**config.mk**
```make
export PLATFORM = sky130hd
export DESIGN_NAME = demux1to4_stream
export DESIGN_NICKNAME = d
export VERILOG_FILES = /design/src/rtl/demux_pkg.sv /design/src/rtl/demux_out_slot.sv /design/src/rtl/demux1to4_stream.sv
export SDC_FILE = /design/constraint.sdc
export NUM_CORES = 1
export LEC_CHECK = 0
export ABC_AREA = 1
export CELL_PAD_IN_SITES_DETAIL_PLACEMENT = 1
export CELL_PAD_IN_SITES_GLOBAL_PLACEMENT = 1
export CORE_UTILIZATION = 29
export DETAILED_ROUTE_END_ITERATION = 16
export PLACE_DENSITY_LB_ADDON = 0.1
export SYNTH_ARGS = -nofsm -noshare
export SYNTH_HDL_FRONTEND = slang
export SYNTH_SLANG_ARGS = --single-unit
```
**constraint.sdc**
```tcl
create_clock -name clk -period 1.04 [get_ports clk]
set_input_delay 0.104 -clock clk [delete_from_list [all_inputs] [get_ports clk]]
set_output_delay 0.104 -clock clk [all_outputs]
set_load 0.1 [all_outputs]
```
**src/rtl/demux_pkg.sv**
```systemverilog
// Shared constants and slot state encoding for the 1-to-4 stream demultiplexer.
// The optional per-channel transfer counters are enabled with DEMUX_CNT_EN.
package demux_pkg;

    localparam int NUM_OUT = 4;
    localparam int SEL_W   = 2;

    typedef enum logic {
        SLOT_EMPTY = 1'b0,
        SLOT_FULL  = 1'b1
    } slot_state_e;

    // One-hot decode of a channel select; bit i set when sel == i.
    function automatic logic [NUM_OUT-1:0] sel_to_onehot(input logic [SEL_W-1:0] sel);
        logic [NUM_OUT-1:0] onehot;
        onehot = '0;
        onehot[sel] = 1'b1;
        return onehot;
    endfunction

endpackage

```
**src/rtl/demux_out_slot.sv**
```systemverilog
// One-entry valid/ready holding slot for one demux output channel.
// With DEMUX_CNT_EN defined it also keeps a saturating count of completed drains.
module demux_out_slot
    import demux_pkg::*;
#(
    parameter int DATA_W = 8
`ifdef DEMUX_CNT_EN
    , parameter int CNT_W = 16
`endif
) (
    input  logic              clk,
    input  logic              rst,
    input  logic              load_i,
    input  logic [DATA_W-1:0] load_data_i,
    input  logic              drain_ready_i,
    output logic              slot_ready_o,
    output logic              out_valid_o,
    output logic [DATA_W-1:0] out_data_o
`ifdef DEMUX_CNT_EN
    , output logic [CNT_W-1:0] out_cnt_o
`endif
);

    slot_state_e       state_q, state_d;
    logic [DATA_W-1:0] data_q, data_d;

    always_ff @(posedge clk) begin
        if (rst) begin
            state_q <= SLOT_EMPTY;
            data_q  <= '0;
        end else begin
            state_q <= state_d;
            data_q  <= data_d;
        end
    end

    // A simultaneous drain and load keeps the slot FULL with the new word.
    always_comb begin
        state_d = state_q;
        data_d  = data_q;
        case (state_q)
            SLOT_EMPTY: begin
                if (load_i) begin
                    state_d = SLOT_FULL;
                end
            end
            SLOT_FULL: begin
                if (drain_ready_i && !load_i) begin
                    state_d = SLOT_EMPTY;
                end
            end
            default: state_d = SLOT_EMPTY;
        endcase
        if (load_i) begin
            data_d = load_data_i;
        end
    end

    always_comb begin
        out_valid_o  = (state_q == SLOT_FULL);
        out_data_o   = data_q;
        slot_ready_o = (state_q == SLOT_EMPTY) || drain_ready_i;
    end

`ifdef DEMUX_CNT_EN
    localparam logic [CNT_W-1:0] CNT_MAX = {CNT_W{1'b1}};

    logic             drain;
    logic [CNT_W-1:0] cnt_q, cnt_d;

    assign drain = (state_q == SLOT_FULL) && drain_ready_i;

    always_comb begin
        cnt_d = cnt_q;
        if (drain && (cnt_q != CNT_MAX)) begin
            cnt_d = cnt_q + 1'b1;
        end
    end

    always_ff @(posedge clk) begin
        if (rst) begin
            cnt_q <= '0;
        end else begin
            cnt_q <= cnt_d;
        end
    end

    assign out_cnt_o = cnt_q;
`endif

endmodule

```
**src/rtl/demux1to4_stream.sv**
```systemverilog
// Registered 1-to-4 stream demultiplexer: routes each accepted word to the slot chosen by in_sel.
// Defining DEMUX_CNT_EN adds out_cnt with per-channel saturating transfer counters.
module demux1to4_stream
    import demux_pkg::*;
#(
    parameter int DATA_W = 8
`ifdef DEMUX_CNT_EN
    , parameter int CNT_W = 16
`endif
) (
    input  logic                        clk,
    input  logic                        rst,
    input  logic                        in_valid,
    input  logic [DATA_W-1:0]           in_data,
    input  logic [SEL_W-1:0]            in_sel,
    output logic                        in_ready,
    output logic [NUM_OUT-1:0]          out_valid,
    output logic [NUM_OUT*DATA_W-1:0]   out_data,
    input  logic [NUM_OUT-1:0]          out_ready
`ifdef DEMUX_CNT_EN
    , output logic [NUM_OUT*CNT_W-1:0]  out_cnt
`endif
);

    logic [NUM_OUT-1:0] sel_onehot;
    logic [NUM_OUT-1:0] slot_ready;
    logic [NUM_OUT-1:0] slot_load;
    logic               accept;

    // Readiness depends only on the selected slot, so a stalled lane never blocks the others.
    always_comb begin
        sel_onehot = sel_to_onehot(in_sel);
        in_ready   = slot_ready[in_sel];
        accept     = in_valid && in_ready;
    end

    generate
        for (genvar gi = 0; gi < NUM_OUT; gi++) begin : g_slot
            assign slot_load[gi] = accept && sel_onehot[gi];

            demux_out_slot #(
                .DATA_W (DATA_W)
`ifdef DEMUX_CNT_EN
                , .CNT_W (CNT_W)
`endif
            ) u_slot (
                .clk           (clk),
                .rst           (rst),
                .load_i        (slot_load[gi]),
                .load_data_i   (in_data),
                .drain_ready_i (out_ready[gi]),
                .slot_ready_o  (slot_ready[gi]),
                .out_valid_o   (out_valid[gi]),
                .out_data_o    (out_data[gi*DATA_W +: DATA_W])
`ifdef DEMUX_CNT_EN
                , .out_cnt_o   (out_cnt[gi*CNT_W +: CNT_W])
`endif
            );
        end
    endgenerate

endmodule

```
* Word level (Yosys, flattened, before mapping)
Cells that the tools add are included.
** Word-level totals
- Input bits :: 17
- Output and inout port bits :: 37
- Register bits after elaboration :: 36
** Cells by class
- Bitwise operators :: 4
- Muxes and demuxes :: 16
- Reductions and logical operators :: 18
- Order comparisons :: 2
** Operators by type and width (number)
- $logic_and 1x1->1 :: 10
- $mux 1 :: 10
- $pmux 1 s2 :: 4
- $logic_not 1->1 :: 4
- $logic_or 1x1->1 :: 4
- $not 1->1 :: 4
- $lt 2x3->1 const B :: 1
- $bmux 1 s2 :: 1
- $demux 1 s2 :: 1
- $ge 2x1->1 const B :: 1

* Logic depth before layout (Yosys ltp)
Gate-level depths: netlist (run 1).
- Depth in word-level cells :: 10
- Gate-level depth with buffers :: 10

* Modules after synthesis
A second synthesis (run 1) with hierarchy kept.
** Second synthesis, totals
- Cells, all modules :: 172
- Area total of the unflattened synthesis :: 1311.3 µm²
** By module, submodules not included
- demux_out_slot :: seq. area each 180.2 µm², area an instance 304.0 µm², cells each 38, times used 4
- demux1to4_stream :: seq. area each 0.0 µm², area an instance 95.1 µm², cells each 20, times used 1

* Least setup slack after synthesis (run 1)
OpenSTA, ideal clock, no wires.
- Path kind :: reg-to-reg
- Start :: register g_slot[0].u_slot.state_q
- End :: register g_slot[2].u_slot.data_q[0]
- Buffers on the path :: 1
- Clock period less this slack :: 1.304 ns
- Arrival time :: 1.194 ns
- Data required time :: 0.930 ns
- Slack :: -0.264 ns
- Cell stages (with the launch flop) :: 10
- Path through :: dfxtp_1 -> inv_1 -> nor2_1 -> nand2_1 -> nand2_2 -> nor2_8 -> buf_6 -> nand4_1 -> nand2_1 -> nor2_1
** On the way
- Longest elaborated chain between the ends :: 6
** Ends and longest elaborated chain
- start, declared :: RTL line demux_out_slot.sv:24 : slot_state_e state_q, state_d;
- start signal, assigned :: RTL line demux_out_slot.sv:32 : state_q <= state_d;
- $not 1->1 :: RTL line demux_out_slot.sv:62 : slot_ready_o = (state_q == SLOT_EMPTY) || drain_ready_i;
- $logic_or 1x1->1 :: RTL line demux_out_slot.sv:62
- $bmux 1 s2 :: RTL line demux1to4_stream.sv:33 : in_ready = slot_ready[in_sel];
- $mux 1 (not written as such) :: RTL line demux1to4_stream.sv:33
- net in_ready :: RTL line demux1to4_stream.sv:16 : output logic in_ready,
- $logic_and 1x1->1 :: RTL line demux1to4_stream.sv:34 : accept = in_valid && in_ready;
- $logic_and 1x1->1 :: RTL line demux1to4_stream.sv:39 : assign slot_load[gi] = accept && sel_onehot[gi];
- end signal, assigned :: RTL line demux_out_slot.sv:33 : data_q <= data_d;
- end, declared :: RTL line demux_out_slot.sv:25 : logic [DATA_W-1:0] data_q, data_d;
The timed path passes the listed nets, and every way through them passes these cells. The select of a mux whose other input is x is not followed.
A chain may end at the register's enable or synchronous reset.

* Final worst setup path (run 1)
- Start :: register g_slot[0].u_slot.state_q
- End :: output in_ready
** On the way
- Longest elaborated chain between the ends :: 4
** Ends and longest elaborated chain (RTL line)
- $not 1->1 :: demux_out_slot.sv:62
- $logic_or 1x1->1 :: demux_out_slot.sv:62
- $bmux 1 s2 :: demux1to4_stream.sv:33
- $mux 1 (not written as such) :: demux1to4_stream.sv:33
- end, declared :: demux1to4_stream.sv:16
No other way between the ends. The select of a mux whose other input is x is not followed.

==> results.yml, run 1 <==
status:
  status: "finished, violations left"
  violations: "setup timing"
critical_path:
  startpoint: "g_slot[0].u_slot.out_valid_o"
  reg2reg_from: "g_slot[1].u_slot.out_valid_o"
  worstPathArrival_ns: 1.41
  crit_path_end_kind: "output port"
  start_kind: "flop"
  path_class: "reg2out"
  path_max_fanout: 3
  critPathRequiredTime_ns: 0.94
yosys:
  yosys.area_share.adder_pct: 0
  ys_types: 18
  synth_seq_area_share_pct: 39.9
  syn_nets: 289
  synth_edf_count: 0
  ys_async_sr_fraction_pct: 0
  synthMuxAreaShare_pct: 0
  syn_inst: 272
  synth_top_family_by_area: "simple AND/OR/NAND/NOR gates"
  synth_area_leaders: "dfxtp_1 (40%), nand2_1 (14%), inv_1 (14%), nor2_1 (11%), nand4_1 (5.5%)"
  synth.most_common_cell: "nand2_1"
  netlist_area_um2: 1800
  synth_flop_cell: "dfxtp_1"
  syn_area_per_cell_um2: 6.63
  synth-seq-cells: 36
  ys_top_cells_by_count: "nand2_1 (68), inv_1 (65), nor2_1 (54)"
  synth-simple-area-share_pct: 38.9
  synth_xor_xnor_area_share_pct: 0
  synth_top_cell_by_area: "dfxtp_1"
  synth-compound-area-share_pct: 1.11
  synth_top_area_share_pct: 39.9
  yosysWarnings: 0
routing:
  wire_per_inst_um: 14.6
  viasPerCell: 4.56
  vias: 1980
  wirelength_um: 6350
  drc: 0
  drtAntennaViolNets: 0
  drtIter0Drc: 58
  first_pass_iters: 4
floorplan:
  fp.dieArea_um2: 6540
  initial_core_util_pct: 30.3
  dieHeight_um: 80.9
  rows: 28
  die_x_um: 80.9
  placeableCoreArea_um2: 5960
  io_pins: 54
placed_design:
  place_congestion: 0.770
  dp_hpwl_um: 3810
  placedInstanceArea_um2: 3010
  portBuffers: 53
final_layout:
  register_area_um2: 766
  nets: 375
  fillCellCount: 688
  syn_to_final_growth_pct: 92.7
  diodes: 0
  multi_input_area_um2: 987
  drive_gt1_share_pct: 50.7
  final_cell_area_um2: 3480
cts:
  cts.htree.levels: 2
  cts_tree: "done"
  clockBufferDepth: 2
  cts_hold_buf: 0
  cts_sinks: 36
  cts_root_buffer: "clkbuf_8"
  numCtsBuffers: 5
  clk_pin_slew_worst_paths_ns: 0.08
  clk_latency_ns: 0.30
sta:
  setup_viol: 38
  period_needed_ns: 1.52
  finalHoldViolations: 0
  finalClockSkew_ns: 0.0109
  final.period_utilization_pct: 146
  slew_violations: 0
  timing.slew.headroom_pct: 83.9
  layout_setup_ws_ns: -0.479
  tightest_slew_ns: 0.241
  worst_hold_slack_ns: 0.455
  fmax_mhz: 659
  rsz0062_at_grt: "true"
global_route:
  grt_pass1_wl_um: 9870
  first_global_vias: 2025
  grt_usage_pct: 20.5
  antenna_found_initial: 0
  grt_max_degree: 21
  grt_overflow: 0
pwr:
  peakVddDrop_v: 0.000656
  power_leakage_nw: 1.60
  power_density_nw_per_um2: 1230
min_path:
  hp-start: "in_data[7]"
  hp-class: "in2reg"
run:
  max_cap_viol_count: 0
[worst paths after layout]
kind                                         end  slack (ns)  cells past startpoint
setup / recovery                        in_ready       -0.48                      8
hold / removal    g_slot[1].u_slot.out_data_o[7]        0.45                      3
setup reg to reg  g_slot[1].u_slot.out_data_o[3]       -0.45                     10
hold reg to reg   g_slot[3].u_slot.out_data_o[3]        0.54                      4
[through the flow]
step	total power (W)	util, %	TNS (ns)	setup slack [ns]	std cells
2_1_floorplan	0.00236	-	-2.28	-0.169	272
3_3_place_gp	0.00290	50.5	-20.68	-0.631	412
3_5_place_dp	0.00292	50.5	-21.70	-0.657	412
4_1_cts	0.00424	56.8	-13.70	-0.478	434
5_1_grt	0.00444	58.4	-14.24	-0.513	434
6_report	0.00428	58.4	-11.61	-0.479	434
[final cells by class]
cell class | instances | share of cell area (%)
flip-flops and latches | 36 | 22.0
inverters | 69 | 7.66
repair buffers | 86 | 36.1
well taps | 75 | 2.70
clock buffers | 6 | 2.09
multi-input cells | 160 | 28.4
clock inverters | 2 | 1.01
[logic make-up after synthesis]
kind of cell	Yosys count
AO/OA/AOI/OAI	4
buffers and inverters	82
flip-flops	36
AND/OR/NAND/NOR	150
[routing by layer]
layer,vias up,share of wire [%],GRT usage [%]
li1,970,-,-
met1,959,42,23.8
met2,44,53,38.0
met3,7,3.2,3.48
met4,0,1.5,5.89
met5,-,0,0
[registers in the layout (all words and copies together) (netlist names)]
signal	count
g_slot.u_slot.out_valid_o	4
g_slot.u_slot.out_data_o	32
[critical path, cell delays in order (launching register included)]
cell and delay (ns):
dfxtp_2 0.34, inv_2 0.04, nor2_4 0.13, nand2_2 0.08, nand2_4 0.09, nor2_8 0.04
buf_12 0.12, buf_12 0.11, buf_12 0.15
[placed cells by master, fill, tap and decap left out, types with 3 or more instances in the layout]
| cell type | n |
|---|---|
| nand2_4 | 3 |
| nand2_1 | 46 |
| nor2_2 | 7 |
| clkdlybuf4s50_1 | 14 |
| nor2_4 | 4 |
| clkbuf_8 | 5 |
| nor2_1 | 43 |
| dfxtp_2 | 36 |
| a21oi_2 | 4 |
| inv_2 | 12 |
| buf_6 | 4 |
| buf_12 | 44 |
| nand2_2 | 24 |
| inv_4 | 3 |
| nand4_4 | 6 |
| nand3_4 | 4 |
| buf_4 | 21 |
| inv_1 | 54 |
| nand4_1 | 16 |
[where the power goes]
| group | switching (W) | internal (W) |
|---|---|---|
| Sequential | 0.0000758 | 0.00147 |
| Clock | 0.000535 | 0.000712 |
| Combinational | 0.000932 | 0.000552 |
[timing repair]
| item | 4_1_cts | 5_1_grt |
|---|---|---|
| setup buffers | 8 | 4 |
| cloned | 6 | 0 |
| gates resized for setup | 28 | 45 |
| setup endpoints to repair | 38 | 39 |
| pin swaps | 13 | 33 |
(Power assumes the default switching activity.)
==> run 2, diff against run 1 <==
--- a/config.mk
+++ b/config.mk
@@ -6,8 +6,10 @@
 export NUM_CORES = 1
 export LEC_CHECK = 0
 export ABC_AREA = 1
+export ABC_CLOCK_PERIOD_IN_PS = 1040
 export CELL_PAD_IN_SITES_DETAIL_PLACEMENT = 1
 export CELL_PAD_IN_SITES_GLOBAL_PLACEMENT = 1
+export CORE_MARGIN = 2
 export CORE_UTILIZATION = 29
 export DETAILED_ROUTE_END_ITERATION = 16
 export PLACE_DENSITY_LB_ADDON = 0.1
==> run 2 against run 1 <==
Compared with the run above:
- critical endpoint unchanged
- combinational power barely moved
- sequential share of layout area increased by 0.53 points
- the flow still finishes with violations (setup timing)
- register-to-register slack better by 0.13 ns
- critical path type unchanged
==> results.yml, run 2 (synthesized netlist as in run 1, its figures left out) <==
final_layout:
  nets: 371
  final_cell_area_um2: 3400
  final_common_cell: "inv_1"
  largest_reg_flops: 32
  register_area_um2: 766
  final_cells: 427
  diodes: 0
  drive_gt1_share_pct: 49.4
  layout_common_cells: "inv_1 (60), nand2_1 (48), buf_12 (41)"
  syn_to_final_growth_pct: 88.2
  multi_input_area_um2: 970
  fillCellCount: 682
status:
  status: "finished, violations left"
  violations: "setup timing"
sta:
  worst_hold_slack_ns: 0.494
  timing.slew.headroom_pct: 67.0
  finalHoldViolations: 0
  slew_violations: 0
  rsz0062_at_grt: "true"
  setup_viol: 38
  fmax_mhz: 666
  finalClockSkew_ns: 0.00687
  period_needed_ns: 1.50
  layout_setup_ws_ns: -0.461
  tightest_slew_ns: 0.495
  final.period_utilization_pct: 144
critical_path:
  worst_path_max_delay_cell: "dfxtp_2"
  crit_path_end_kind: "output port"
  critPathRequiredTime_ns: 0.94
  reg2reg_depth: 10
  worstSetupEndpoint: "in_ready"
  cpPeakStageDelay_ns: 0.34
  crit_top_cell: "buf_12"
  path_max_fanout: 3
  critical-path-top-delay-family: "buffers and inverters"
  path_class: "reg2out"
  start_kind: "flop"
  reg2reg_from: "g_slot[2].u_slot.out_valid_o"
  worstPathCellList: "inv_2 -> nor2_4 -> nand2_2 -> nand2_4 -> nor2_8 -> buf_12 -> buf_12 -> buf_12"
  r2r_setup_slack_ns: -0.32
  startpoint: "g_slot[0].u_slot.out_valid_o"
  worstPathArrival_ns: 1.40
  reg2reg_to: "g_slot[3].u_slot.out_data_o[2]"
  path_buf_inv: 4
  cp_num_cells: 8
cts:
  numCtsBuffers: 5
  clk_latency_ns: 0.29
  cts_sinks: 36
  cts_tree: "done"
  cts_hold_buf: 0
  cts_root_buffer: "clkbuf_8"
  cts.htree.levels: 2
  clk_pin_slew_worst_paths_ns: 0.07
  clockBufferDepth: 2
routing:
  wire_per_inst_um: 14.6
  drtAntennaViolNets: 0
  drc: 0
  viasPerCell: 4.46
  first_pass_iters: 4
  vias: 1904
  wirelength_um: 6250
  drtIter0Drc: 95
global_route:
  grt_usage_pct: 19.2
  grt_pass1_wl_um: 10500
  first_global_vias: 2043
  grt_max_degree: 33
  antenna_found_initial: 0
  grt_overflow: 0
pwr:
  internal-power_w: 0.00244
  seqPwrFrac_pct: 39.5
  peakVddDrop_v: 0.000705
  share_comb_of_total_power_pct: 37.2
  sw_frac_of_total_pct: 37.6
  switching_power_w: 0.00147
  power_density_nw_per_um2: 1150
  clkPwrFrac_pct: 23.3
  power_leakage_nw: 1.55
floorplan:
  initial_core_util_pct: 30.3
  fp.dieArea_um2: 6870
  die_x_um: 82.9
  dieHeight_um: 82.9
  io_pins: 54
  placeableCoreArea_um2: 5960
  rows: 28
placed_design:
  dp.cells: 407
  placedInstanceArea_um2: 2970
  dp_hpwl_um: 3780
  portBuffers: 53
  place_congestion: 0.731
run:
  max_cap_viol_count: 0
min_path:
  hp-class: "in2reg"
-- run 2: cell count changes in the layout (fill, tap and decap cells not counted), sizes merged --
cell / delta
clkdlybuf4s50: -1
clkinv: -1
dlygate4sd2: +1
bufinv: -1
nand4: -2
buf: -3
-- run 2: tightest hold or removal path: stages --
cell,delay [ns]
clkdlybuf4s50_1,0.47
nor2_2,0.06
inv_1,0.07
a21oi_2,0.05
-- run 2: metrics by stage --
stage               power [W]  utilization, %  setup slack (ns)  TNS, ns
floorplan             0.00236               -            -0.169    -2.28
global placement      0.00289            49.9            -0.608   -20.11
detailed placement    0.00290            49.9            -0.620   -21.03
CTS                   0.00392            55.5            -0.475   -12.14
global route          0.00411            57.0            -0.529   -13.11
finish                0.00392            57.0            -0.461    -9.86
-- run 2: repair_timing --
| action | in CTS | in global routing |
|---|---|---|
| resized for setup | 31 | 43 |
| buffers inserted | 9 | 4 |
| pin swaps | 14 | 21 |
| cloned | 6 | 0 |
| setup endpoints to repair | 38 | 39 |
-- run 2: worst min path at each step --
stage	startpoint	to	cells after the start
floorplan	rst	g_slot[0].u_slot.out_valid_o	1
global placement	g_slot[3].u_slot.out_valid_o	g_slot[3].u_slot.out_valid_o	4
detailed placement	g_slot[3].u_slot.out_valid_o	g_slot[3].u_slot.out_valid_o	4
CTS	out_ready[3]	g_slot[3].u_slot.out_valid_o	4
global route	in_data[1]	g_slot[1].u_slot.out_data_o[1]	3
finish	out_ready[3]	g_slot[3].u_slot.out_valid_o	4
-- run 2: cell type report --
type	count	share of cell area (%)
Clock buffer	5	2.03
Inverter	69	7.85
Multi-Input combinational cell	158	28.6
Sequential cell	36	22.5
Tap cell	75	2.76
Timing Repair Buffer	84	36.3
-- run 2: routing by layer --
| layer | track usage (%) | up-vias | wire (um) |
|---|---|---|---|
| met5 | 0 | - | 0 |
| met4 | 4.02 | 0 | 61 |
| met3 | 4.17 | 5 | 218 |
| met2 | 34.5 | 34 | 3210 |
| met1 | 23.4 | 908 | 2760 |
| li1 | - | 957 | - |
-- run 2: power groups by stage --
stage / Combinational [W] / Clock, W / Sequential, W
global route: 0.00153 / 0.00103 / 0.00156
floorplan: 0.000342 / 0 / 0.00202
finish: 0.00146 / 0.000913 / 0.00155
detailed placement: 0.00132 / 0 / 0.00158
global placement: 0.00131 / 0 / 0.00158
CTS: 0.00142 / 0.000946 / 0.00155
==> run 3, diff against run 2 <==
--- a/config.mk
+++ b/config.mk
@@ -16,3 +16,4 @@
 export SYNTH_ARGS = -nofsm -noshare
 export SYNTH_HDL_FRONTEND = slang
 export SYNTH_SLANG_ARGS = --single-unit
+export TNS_END_PERCENT = 1
==> run 3 against run 2 <==
Compared with the run above:
- the run still ends with setup timing left
- clock power grew 15%
- combinational power shrank 6%
- hold slack lost 0.0028 ns
- register-to-register slack gained 0.02 ns
- setup slack gained 0.020 ns
- global-route usage shrank 3.0 points
- sequential power is essentially flat
- critical path type unchanged
- largest power group unchanged
- highest routed layer unchanged
==> results.yml, run 3 (synthesized netlist as in run 1, its figures left out) <==
placed_design:
  dp_slack_ns: -0.628
  place_congestion: 0.688
  portBuffers: 53
  dp_hpwl_um: 3810
floorplan:
  fp.dieArea_um2: 6870
  io_pins: 54
  placeableCoreArea_um2: 5960
  initial_core_util_pct: 30.3
  die_x_um: 82.9
  dieHeight_um: 82.9
  rows: 28
critical_path:
  start_kind: "flop"
  critPathRequiredTime_ns: 0.94
  reg2reg_depth: 10
  path_max_fanout: 2
  reg2reg_from: "g_slot[0].u_slot.out_valid_o"
  crit_path_end_kind: "output port"
  worstPathArrival_ns: 1.38
  reg2reg_to: "g_slot[1].u_slot.out_data_o[0]"
  startpoint: "g_slot[0].u_slot.out_valid_o"
  path_class: "reg2out"
  worstSetupEndpoint: "in_ready"
  r2r_setup_slack_ns: -0.30
sta:
  finalHoldViolations: 0
  rsz0062_at_grt: "true"
  layout_setup_ws_ns: -0.441
  fmax_mhz: 675
  slew_violations: 0
  setup_viol: 38
  tightest_slew_ns: 0.279
  final.period_utilization_pct: 142
  period_needed_ns: 1.48
  timing.slew.headroom_pct: 81.3
  finalClockSkew_ns: 0.00357
  setup_tns_ns: -9.03
min_path:
  hp-class: "in2reg"
  hp-start: "out_ready[1]"
final_layout:
  syn_to_final_growth_pct: 78.3
  layout_common_cells: "nand2_1 (67), inv_1 (61), nor2_1 (47)"
  largest_reg_flops: 32
  final_common_cell: "nand2_1"
  nets: 367
  drive_gt1_share_pct: 39.9
  diodes: 0
cts:
  clk_pin_slew_worst_paths_ns: 0.07
  numCtsBuffers: 5
  clockBufferDepth: 2
  cts.htree.levels: 2
  cts_root_buffer: "clkbuf_8"
  cts_sinks: 36
  clk_latency_ns: 0.28
  cts_hold_buf: 0
  cts_tree: "done"
routing:
  viasPerCell: 4.33
  drtAntennaViolNets: 0
  drtIter0Drc: 64
  drc: 0
  first_pass_iters: 4
  vias: 1844
  wire_per_inst_um: 12.2
  wirelength_um: 5180
status:
  status: "finished, violations left"
  violations: "setup timing"
pwr:
  power.total_w: 0.00397
  peakVddDrop_v: 0.000700
  power_density_nw_per_um2: 1230
  power_leakage_nw: 1.56
global_route:
  grt_pass1_wl_um: 9020
  antenna_found_initial: 0
  grt_overflow: 0
  grt_usage_pct: 16.1
  first_global_vias: 1919
  grt_max_degree: 21
run:
  max_cap_viol_count: 0
## run 3: worst max-delay path, cell delays in order, from the launching register on
cell     delay [ns]
dfxtp_2        0.34
inv_2          0.04
nor2_4         0.10
nand2_1        0.07
nand2_2        0.11
nor2_8         0.04
buf_12         0.12
buf_12         0.11
buf_12         0.15
## run 3: worst min-delay path by stage
stage | endpoint | slack, ns | cells past startpoint
2_1_floorplan | g_slot[0].u_slot.out_valid_o | 0.17 | 1
3_3_place_gp | g_slot[2].u_slot.out_data_o[2] | 0.52 | 4
3_5_place_dp | g_slot[3].u_slot.out_data_o[6] | 0.53 | 4
4_1_cts | g_slot[1].u_slot.out_valid_o | 0.48 | 4
5_1_grt | g_slot[1].u_slot.out_valid_o | 0.50 | 4
6_report | g_slot[1].u_slot.out_valid_o | 0.49 | 4
## run 3: what timing repair did
action,4_1_cts,5_1_grt
gates resized for setup,18,9
endpoints found under the setup margin,37,37
setup buffers,4,1
pin swaps,7,5
gates cloned,0,0
## run 3: final cells by class
cell class,instances,area (um^2)
fillers,716,2740
multi-input cells,154,777
clock buffers,8,90.1
well taps,75,93.8
repair buffers,84,1230
inverters,69,264
flip-flops and latches,36,766
## run 3: report_power, final
group | internal (W) | switching, W | total [W]
Clock | 0.000541 | 0.000508 | 0.00105
Combinational | 0.000525 | 0.000847 | 0.00137
Sequential | 0.00147 | 0.0000762 | 0.00154
## run 3: stage by stage
| stage | instance area, um^2 | utilization [%] | cells | hold slack (ns) |
|---|---|---|---|---|
| 3_5_place_dp | 3010 | 50.6 | 413 | 0.525 |
| 3_3_place_gp | 3010 | 50.6 | 413 | 0.518 |
| 2_1_floorplan | 1850 | - | 272 | 0.173 |
| 5_1_grt | 3220 | 54.0 | 426 | 0.503 |
| 4_1_cts | 3180 | 53.3 | 425 | 0.484 |
| 6_report | 3220 | 54.0 | 426 | 0.491 |
## run 3: metal layers
layer | vias to the layer above | track usage [%] | routed length, um
li1 | 935 | - | -
met1 | 863 | 19.5 | 2250
met2 | 42 | 28.6 | 2690
met3 | 4 | 3.88 | 200
met4 | 0 | 4.02 | 48
met5 | - | 0 | 0
